## config.mk

```make
export PLATFORM = sky130hd
export DESIGN_NAME = serial_addsub
export DESIGN_NICKNAME = d
export VERILOG_FILES = /design/src/rtl/serial_addsub.sv
export SDC_FILE = /design/constraint.sdc
export NUM_CORES = 1
export LEC_CHECK = 0
export ABC_AREA = 1
export BUFFER_PORTS_ARGS = -buffer_cell sky130_fd_sc_hd__buf_2
export CAP_MARGIN = 40
export CORE_MARGIN = 1
export CORE_UTILIZATION = 55
export CTS_CLUSTER_SIZE = 12
export DETAILED_ROUTE_END_ITERATION = 8
export GPL_ROUTABILITY_DRIVEN = 1
export GPL_TIMING_DRIVEN = 0
export PLACE_DENSITY = 0.78
export SYNTH_ARGS = -nofsm -noshare
export SYNTH_HDL_FRONTEND = slang
export SYNTH_SLANG_ARGS = --single-unit
```

## constraint.sdc

```tcl
create_clock -name clk -period 1.8 [get_ports clk]
set_input_delay 0.09 -clock clk [delete_from_list [all_inputs] [get_ports clk]]
set_output_delay 0.09 -clock clk [all_outputs]
set_load 0.1 [all_outputs]
```

## src/rtl/serial_addsub.sv

```systemverilog
// Serial adder/subtractor: processes DIGIT bits per cycle LSB-first under an
// IDLE/RUN/DONE controller, producing sum, carry-out and signed overflow.

module serial_addsub #(
    parameter int unsigned WIDTH = 8,
    parameter int unsigned DIGIT = 1
) (
    input  logic             clk,
    input  logic             rst,
    input  logic             go,
    input  logic             sub,
    input  logic [WIDTH-1:0] a,
    input  logic [WIDTH-1:0] b,
    output logic [WIDTH-1:0] sum,
    output logic             cout,
    output logic             ovf,
    output logic             busy,
    output logic             done,
    output logic [1:0]       STATE
);

    localparam int unsigned N  = WIDTH / DIGIT;
    localparam int unsigned CW = (N > 1) ? $clog2(N) : 1;
    localparam logic [CW-1:0] LAST = CW'(N - 1);

    if (WIDTH < 2) begin : g_bad_width
        $error("serial_addsub: WIDTH must be >= 2");
    end
    if (DIGIT == 0 || (WIDTH % DIGIT) != 0) begin : g_bad_digit
        $error("serial_addsub: WIDTH must be a multiple of DIGIT");
    end

    typedef enum logic [1:0] {
        StIdle = 2'b00,
        StRun  = 2'b01,
        StDone = 2'b10
    } state_e;

    state_e           state_q;
    logic [WIDTH-1:0] a_sh_q;
    logic [WIDTH-1:0] b_sh_q;
    logic [WIDTH-1:0] acc_q;
    logic             carry_q;
    logic [CW-1:0]    cnt_q;
    logic             a_msb_q;
    logic             b_msb_q;
    logic [WIDTH-1:0] sum_q;
    logic             cout_q;
    logic             ovf_q;

    logic [DIGIT:0]         dig_full;
    logic                   dig_co;
    logic [WIDTH+DIGIT-1:0] acc_cat;
    logic [WIDTH-1:0]       acc_nxt;
    logic                   ovf_nxt;

    always_comb begin
        dig_full = {1'b0, a_sh_q[DIGIT-1:0]} + {1'b0, b_sh_q[DIGIT-1:0]}
                 + {{DIGIT{1'b0}}, carry_q};
        dig_co   = dig_full[DIGIT];
        // New digit enters at the MSB end; after N digits acc holds the full sum.
        acc_cat  = {dig_full[DIGIT-1:0], acc_q} >> DIGIT;
        acc_nxt  = acc_cat[WIDTH-1:0];
        ovf_nxt  = (a_msb_q == b_msb_q) && (acc_nxt[WIDTH-1] != a_msb_q);
    end

    always_ff @(posedge clk or negedge rst) begin
        if (!rst) begin
            state_q <= StIdle;
            a_sh_q  <= '0;
            b_sh_q  <= '0;
            acc_q   <= '0;
            carry_q <= 1'b0;
            cnt_q   <= '0;
            a_msb_q <= 1'b0;
            b_msb_q <= 1'b0;
            sum_q   <= '0;
            cout_q  <= 1'b0;
            ovf_q   <= 1'b0;
        end else begin
            unique case (state_q)
                StIdle: begin
                    if (go) begin
                        a_sh_q  <= a;
                        b_sh_q  <= sub ? ~b : b;
                        acc_q   <= '0;
                        carry_q <= sub;
                        cnt_q   <= '0;
                        a_msb_q <= a[WIDTH-1];
                        b_msb_q <= sub ? ~b[WIDTH-1] : b[WIDTH-1];
                        state_q <= StRun;
                    end
                end
                StRun: begin
                    a_sh_q  <= a_sh_q >> DIGIT;
                    b_sh_q  <= b_sh_q >> DIGIT;
                    acc_q   <= acc_nxt;
                    carry_q <= dig_co;
                    if (cnt_q == LAST) begin
                        // Wrap to zero so the counter never passes N-1.
                        cnt_q   <= '0;
                        sum_q   <= acc_nxt;
                        cout_q  <= dig_co;
                        ovf_q   <= ovf_nxt;
                        state_q <= StDone;
                    end else begin
                        cnt_q <= cnt_q + CW'(1);
                    end
                end
                StDone: begin
                    if (!go) begin
                        state_q <= StIdle;
                    end
                end
                default: state_q <= StIdle;
            endcase
        end
    end

    assign sum   = sum_q;
    assign cout  = cout_q;
    assign ovf   = ovf_q;
    assign STATE = state_q;
    assign busy  = (state_q == StRun);
    assign done  = (state_q == StDone);

endmodule

```

==> results of run 1 <==
where the power goes:
group / leakage (uW) / switching [uW] / internal (uW)
logic: 0.000697 / 1640 / 589
clock network: 0.0000326 / 282 / 193
registers: 0.000532 / 195 / 1290
total: 0.00126 / 2110 / 2070
cells in the mapped netlist:
| master | n | area [um2] |
|---|---|---|
| nand2_1 | 76 | 285.3 |
| inv_1 | 20 | 75.07 |
| ha_1 | 2 | 25.02 |
| buf_8 | 1 | 15.01 |
| buf_4 | 6 | 45.04 |
| nor2_2 | 1 | 6.260 |
| o21ai_2 | 6 | 52.55 |
| o21ai_0 | 7 | 35.03 |
| o21ai_1 | 3 | 15.01 |
| inv_2 | 2 | 7.510 |
| nor2_4 | 2 | 22.52 |
| nor2_1 | 3 | 11.26 |
| dfrtp_1 | 41 | 1026 |
| buf_2 | 1 | 5.000 |
| xor2_1 | 1 | 8.760 |
| clkbuf_1 | 1 | 3.750 |
| fa_1 | 1 | 20.02 |
| nand3_1 | 51 | 255.2 |
| nand2_2 | 1 | 6.260 |
| buf_6 | 2 | 22.52 |
| nand2_4 | 2 | 22.52 |
final timing paths:
check,start,endpoint,slack (ps),depth (start not counted)
worst max-delay path,STATE[0],busy,120,6
worst min-delay path,a[6],a_sh_q[6],10,3
worst max register to register,a_sh_q[0],ovf,360,7
worst min register to register,cout,cout,490,2
max in group asynchronous,rst,a_sh_q[5],1160,3
min in group asynchronous,rst,sum[3],170,2
state kept, by name (all words and copies together) (netlist names):
register  cells
sum           8
acc_q         7
b_sh_q        8
ovf           1
a_sh_q        8
a_msb_q       1
b_msb_q       1
STATE         2
carry_q       1
cnt_q         3
cout          1
area by class of cell:
type / count / area, um2 / share of cell area (%)
sequential: 41 / 1028 / 43.79
multi-input combinational: 156 / 773.2 / 32.92
timing repair buffer: 40 / 256.5 / 10.92
buffer: 11 / 91.34 / 3.889
inverter: 22 / 82.58 / 3.516
clock buffer: 8 / 58.81 / 2.504
tap: 46 / 57.56 / 2.451
kinds of logic (layout without fill, tap and decap cells):
kind of cell | after synthesis | after routing | share of synthesized area, %
AO/OA/AOI/OAI | 16 | 16 | 5.219
XOR/XNOR | 1 | 1 | 0.4457
adder cells (fa/ha/maj) | 3 | 3 | 2.291
buffers and inverters | 33 | 81 | 8.847
flip-flops | 41 | 41 | 52.20
AND/OR/NAND/NOR | 136 | 136 | 31.00
metrics by stage:
step	area [um2]	hold slack (ps)	instances	worst slack [ps]
floorplan	1976	-205.6	230	155.3
global placement	2193	264.2	308	324.2
detailed placement	2213	21.35	309	317.8
CTS	2345	0.7025	324	46.01
global route	2349	39.08	324	43.02
finish	2349	11.68	324	122.1
repair_timing:
action / 4_1_cts / 5_1_grt
endpoints found under the hold margin: 48 / 0
hold buffers: 7 / 0
resized for setup: 1 / 1
pin swaps: 0 / 0
gates cloned: 0 / 0
setup endpoints to repair: 1 / 1
layer usage:
metal | share of wire [%] | GRT usage (%) | up-vias
met4 | 1.7 | 10.16 | 0
met3 | 4.3 | 3.727 | 7
met5 | 0 | 0 | -
li1 | - | - | 829
met2 | 49 | 44.24 | 48
met1 | 45 | 31.23 | 766
worst reg2reg max path, stage by stage, from the launching register on:
cell,delay [ps]
dfrtp_1,370
inv_1,60
fa_1,640
nor2_1,80
nand2_1,60
nand2_1,50
nand2_1,60
nand2_1,50
==> impl_results.md, run 1 <==
* Clock buffer count from CTS at 5
* Distinct cell type count after synthesis at 21
* CP cell instances: buf_4, inv_2, nor2_4, buf_6, buf_8, buf_6
* Die H at 61.78 um
* Crit share post-route at around 93%
* Worst path max stage delay at ~370 ps
* # clock sinks at 41
* Residual DRC at 0
* Vias in the first global route at roughly 1700
* Final hold vios at 0
* Initial Utilization at 57.99%
* DRT iter0 DRCs at 52
* Clock latency at the later pin of the worst-skew pair at 350 ps
* WP buf/inv at 5
* WP data required at 1710 ps
* Total GRT Usage at 25.21%
* Synth-to-layout area growth at 19.48%
* Port Buffer Count at 32
* Top delay family on crit path: buffers and inverters
* Diode count at 0
* Crit path max-delay cell type: dfrtp_2
* Total design power at about 4200 uW
* Routed WL at between 3000 and 4000 um
* TritonRoute pass-1 iters at 4
* CP max FO at 10
* Power Density at approximately 1800 nW/um2
* Maxcap violations at 0
* Syn. warnings at 0
* H-tree depth at 2
* Post-CTS Setup Inserts at 0
* Arr. time, crit path at approximately 1600 ps
* Worst Hold Class: input pin to flip-flop
* Setup TNS at 0 ps
* CP Class: flip-flop to output pin
* Clock Tree Buf Depth at 2
* Drt wl/cell at 12.15 um
* Setup violations, final at 0
* Outcome: complete, no violations
* Root Driver: clkbuf_4
* Fin nets at 300
* Fillers at ~290
* Share of layout cells above drive strength 1 at between 20% and 30%
* Worst Setup Start Kind: flip-flop
* Mapped Avg Cell Area at approximately 8.5 um2
* CP most frequent cell: buf_6
* Worst Clk Skew at roughly 17 ps
* Die ar. at 3817 um2
* Relative slew slack at between 60% and 70%
* Core Region at approximately 3400 um2
* Commonest cells after routing, fill and taps aside: nand2_1, nand3_1, dfrtp_1
* Placer Congestion at 0.7870
* Drt via density at roughly 5
* First-pass GRT wire length at between 6000 and 7000 um
* Pleak at approximately 0.0013 uW
* Maximum vdd drop at 0.0006537 V
* Unrepaired setup endpoints after global routing: false
* Max Fclk at between 500 and 600 MHz
* Fin. max-slew vios at 0
* HPWL after DPL at roughly 2800 um
* CTS tree: done
* Vias at approximately 1700
* Core Util, Final at between 60% and 70%
* Fin crit period at ~1700 ps
* Die Wd at a little over 60 um
* Num rows at 21
* Yosys reg bits at slightly above 40
* Cells after Synth at 230
* Post-Syn Area at just under 2000 um2
* Congestion Overflow GR at 0
* Seq/Total Area, Yosys at 52.20%
* Clock transition at path regs at about 120 ps
* CP Capture Type: output pin
* Syn nets at approximately 250
* Commonest non-fill, non-tap cell in the layout: nand2_1
* Io pins at 34
* Antenna violations before repair at 0
* Largest net degree at the start of global routing at 28
* Measured slew at the worst slew-check pin at ~480 ps
* Final ANT Viol Nets at 0
Note: power is estimated with default switching activity, not from simulation.
==> run 2, diff against run 1 <==
Settings changed: PLACE_DENSITY 0.78 to 0.79.
==> impl_results.md, run 2 (same netlist as run 1, synthesis figures left out) <==
* Clock transition at path regs at 130 ps
* Drt via density at between 5 and 6
* Clock buffer count from CTS at 5
* Die H at 61.78 um
* Fillers at roughly 290
* TritonRoute pass-1 iters at 4
* WL met1 at approximately 1800 um
* Setup violations, final at 0
* Arr. time, crit path at 1600 ps
* Die ar. at 3817 um2
* Port Buffer Count at 32
* Setup TNS at 0 ps
* Final ANT Viol Nets at 0
* Congestion Overflow GR at 0
* Maximum vdd drop at around 0.00074 V
* DRT iter0 DRCs at 83
* Max Fclk at between 500 and 600 MHz
* Fin crit period at between 1500 and 2000 ps
* Worst path max stage delay at around 370 ps
* Final hold vios at 0
* Register area at 1028 um2
* CP Capture Type: output pin
* Top layer reached by signal wires: met4
* Antenna violations before repair at 0
* Power Density at between 1500 and 2000 nW/um2
* Vias in the first global route at 1560
* Dpl cells at about 300
* CP Class: flip-flop to output pin
* CP most frequent cell: buf_6
* Clock latency at the later pin of the worst-skew pair at around 360 ps
* Outcome: complete, no violations
* Post-route cell area at around 2400 um2
* Drt wl/cell at between 10 and 15 um
* Met3 wire length at approximately 210 um
* # clock sinks at 41
* Pleak at 0.001287 uW
* CP max FO at 10
* Worst Setup Start Kind: flip-flop
* Worst Hold Class: input pin to flip-flop
* Root Driver: clkbuf_4
* Vias at 1655
* Initial Utilization at between 50% and 60%
* Crit share post-route at a little over nine tenths
* First-pass GRT wire length at a little under 7000 um
* Post-Layout Cell Count at about 330
* Top delay family on crit path: buffers and inverters
* CP cell instances: buf_4, inv_2, nor2_4, buf_6, buf_8, buf_6
* Unrepaired setup endpoints after global routing: false
* Total GRT Usage at roughly a quarter
* Worst Clk Skew at ~15 ps
* Fin. max-slew vios at 0
* Relative slew slack at approximately two thirds
* Synth-to-layout area growth at 22.21%
* Diode count at 0
* Crit path max-delay cell type: dfrtp_2
* WP data required at roughly 1700 ps
* H-tree depth at 2
* WP buf/inv at 5
* Core Region at 3390 um2
* WL met2 at around 2000 um
* Fin nets at between 300 and 400
* Multi-input logic area at around 770 um2
* Num rows at 21
* Largest net degree at the start of global routing at 24
* CTS tree: done
* Commonest cells after routing, fill and taps aside: nand2_1, nand3_1, dfrtp_1
* Routed WL at between 4000 and 5000 um
* Measured slew at the worst slew-check pin at about 470 ps
* Post-DP Area at between 2000 and 2500 um2
* HPWL after DPL at ~2800 um
* Commonest non-fill, non-tap cell in the layout: nand2_1
* Share of layout cells above drive strength 1 at 23.93%
* Clock Tree Buf Depth at 2
* Placer Congestion at approximately 0.77
* Io pins at 34
* Residual DRC at 0
* Maxcap violations at 0
* Die Wd at 61.78 um
-- run 2: cell types whose count changed in the layout (fill, tap and decap cells not counted) --
| cell | delta |
|---|---|
| clkbuf_1 | -1 |
| buf_12 | -1 |
| buf_16 | +1 |
| dlygate4sd3_1 | +2 |
| bufinv_16 | +1 |
-- run 2: metal layers --
| metal | track usage, % | vias to the layer above |
|---|---|---|
| met5 | 0 | - |
| met3 | 5.590 | 7 |
| met1 | 32.12 | 770 |
| met4 | 10.16 | 0 |
| li1 | - | 832 |
| met2 | 42.24 | 46 |
-- run 2: worst register-to-register path, cell delays in order (launching register included) --
cell and delay (ps):
dfrtp_1 380, inv_1 70, fa_1 630, nor2_1 70, nand2_1 60, nand2_1 50, nand2_1 70, nand2_1 50
-- run 2: layout make-up --
class	instances	area share, %
Timing Repair Buffer	42	11.82
Inverter	22	3.438
Tap cell	46	2.396
Clock buffer	7	2.292
Clock inverter	1	1.250
Buffer	11	3.802
Sequential cell	41	42.81
Multi-Input combinational cell	156	32.19
-- run 2: per-stage QoR --
step                      util (%)  setup slack [ps]  power [uW]  hold WS (ps)
final                        70.87             113.5        4349         25.68
after global routing         70.87             50.05        4648         43.71
after CTS                    70.76             48.71        4351         31.78
after detailed placement     65.52             314.6        3696         68.61
after global placement       64.71             326.9        3644         262.4
after floorplan                  -             155.3        3265        -205.6
-- run 2: power breakdown --
group          switching, uW  internal (uW)
clock                    302            332
sequential               201           1290
combinational           1630            591
-- run 2: final timing paths --
path | start | endpoint | slack [ps] | depth (start not counted)
setup / recovery | STATE[0] | busy | 110 | 6
hold / removal | b[5] | b_sh_q[5] | 30 | 5
setup reg to reg | a_sh_q[0] | ovf | 350 | 7
hold reg to reg | acc_q[1] | sum[0] | 490 | 2
max in group asynchronous | rst | STATE[1] | 1110 | 3
min in group asynchronous | rst | sum[5] | 200 | 2
-- run 2: what timing repair did --
item	in CTS	in global routing
hold buffers	9	0
hold endpoints to repair	27	0
buffers inserted	0	0
gates resized for setup	1	1
endpoints found under the setup margin	1	1
cloned	0	0
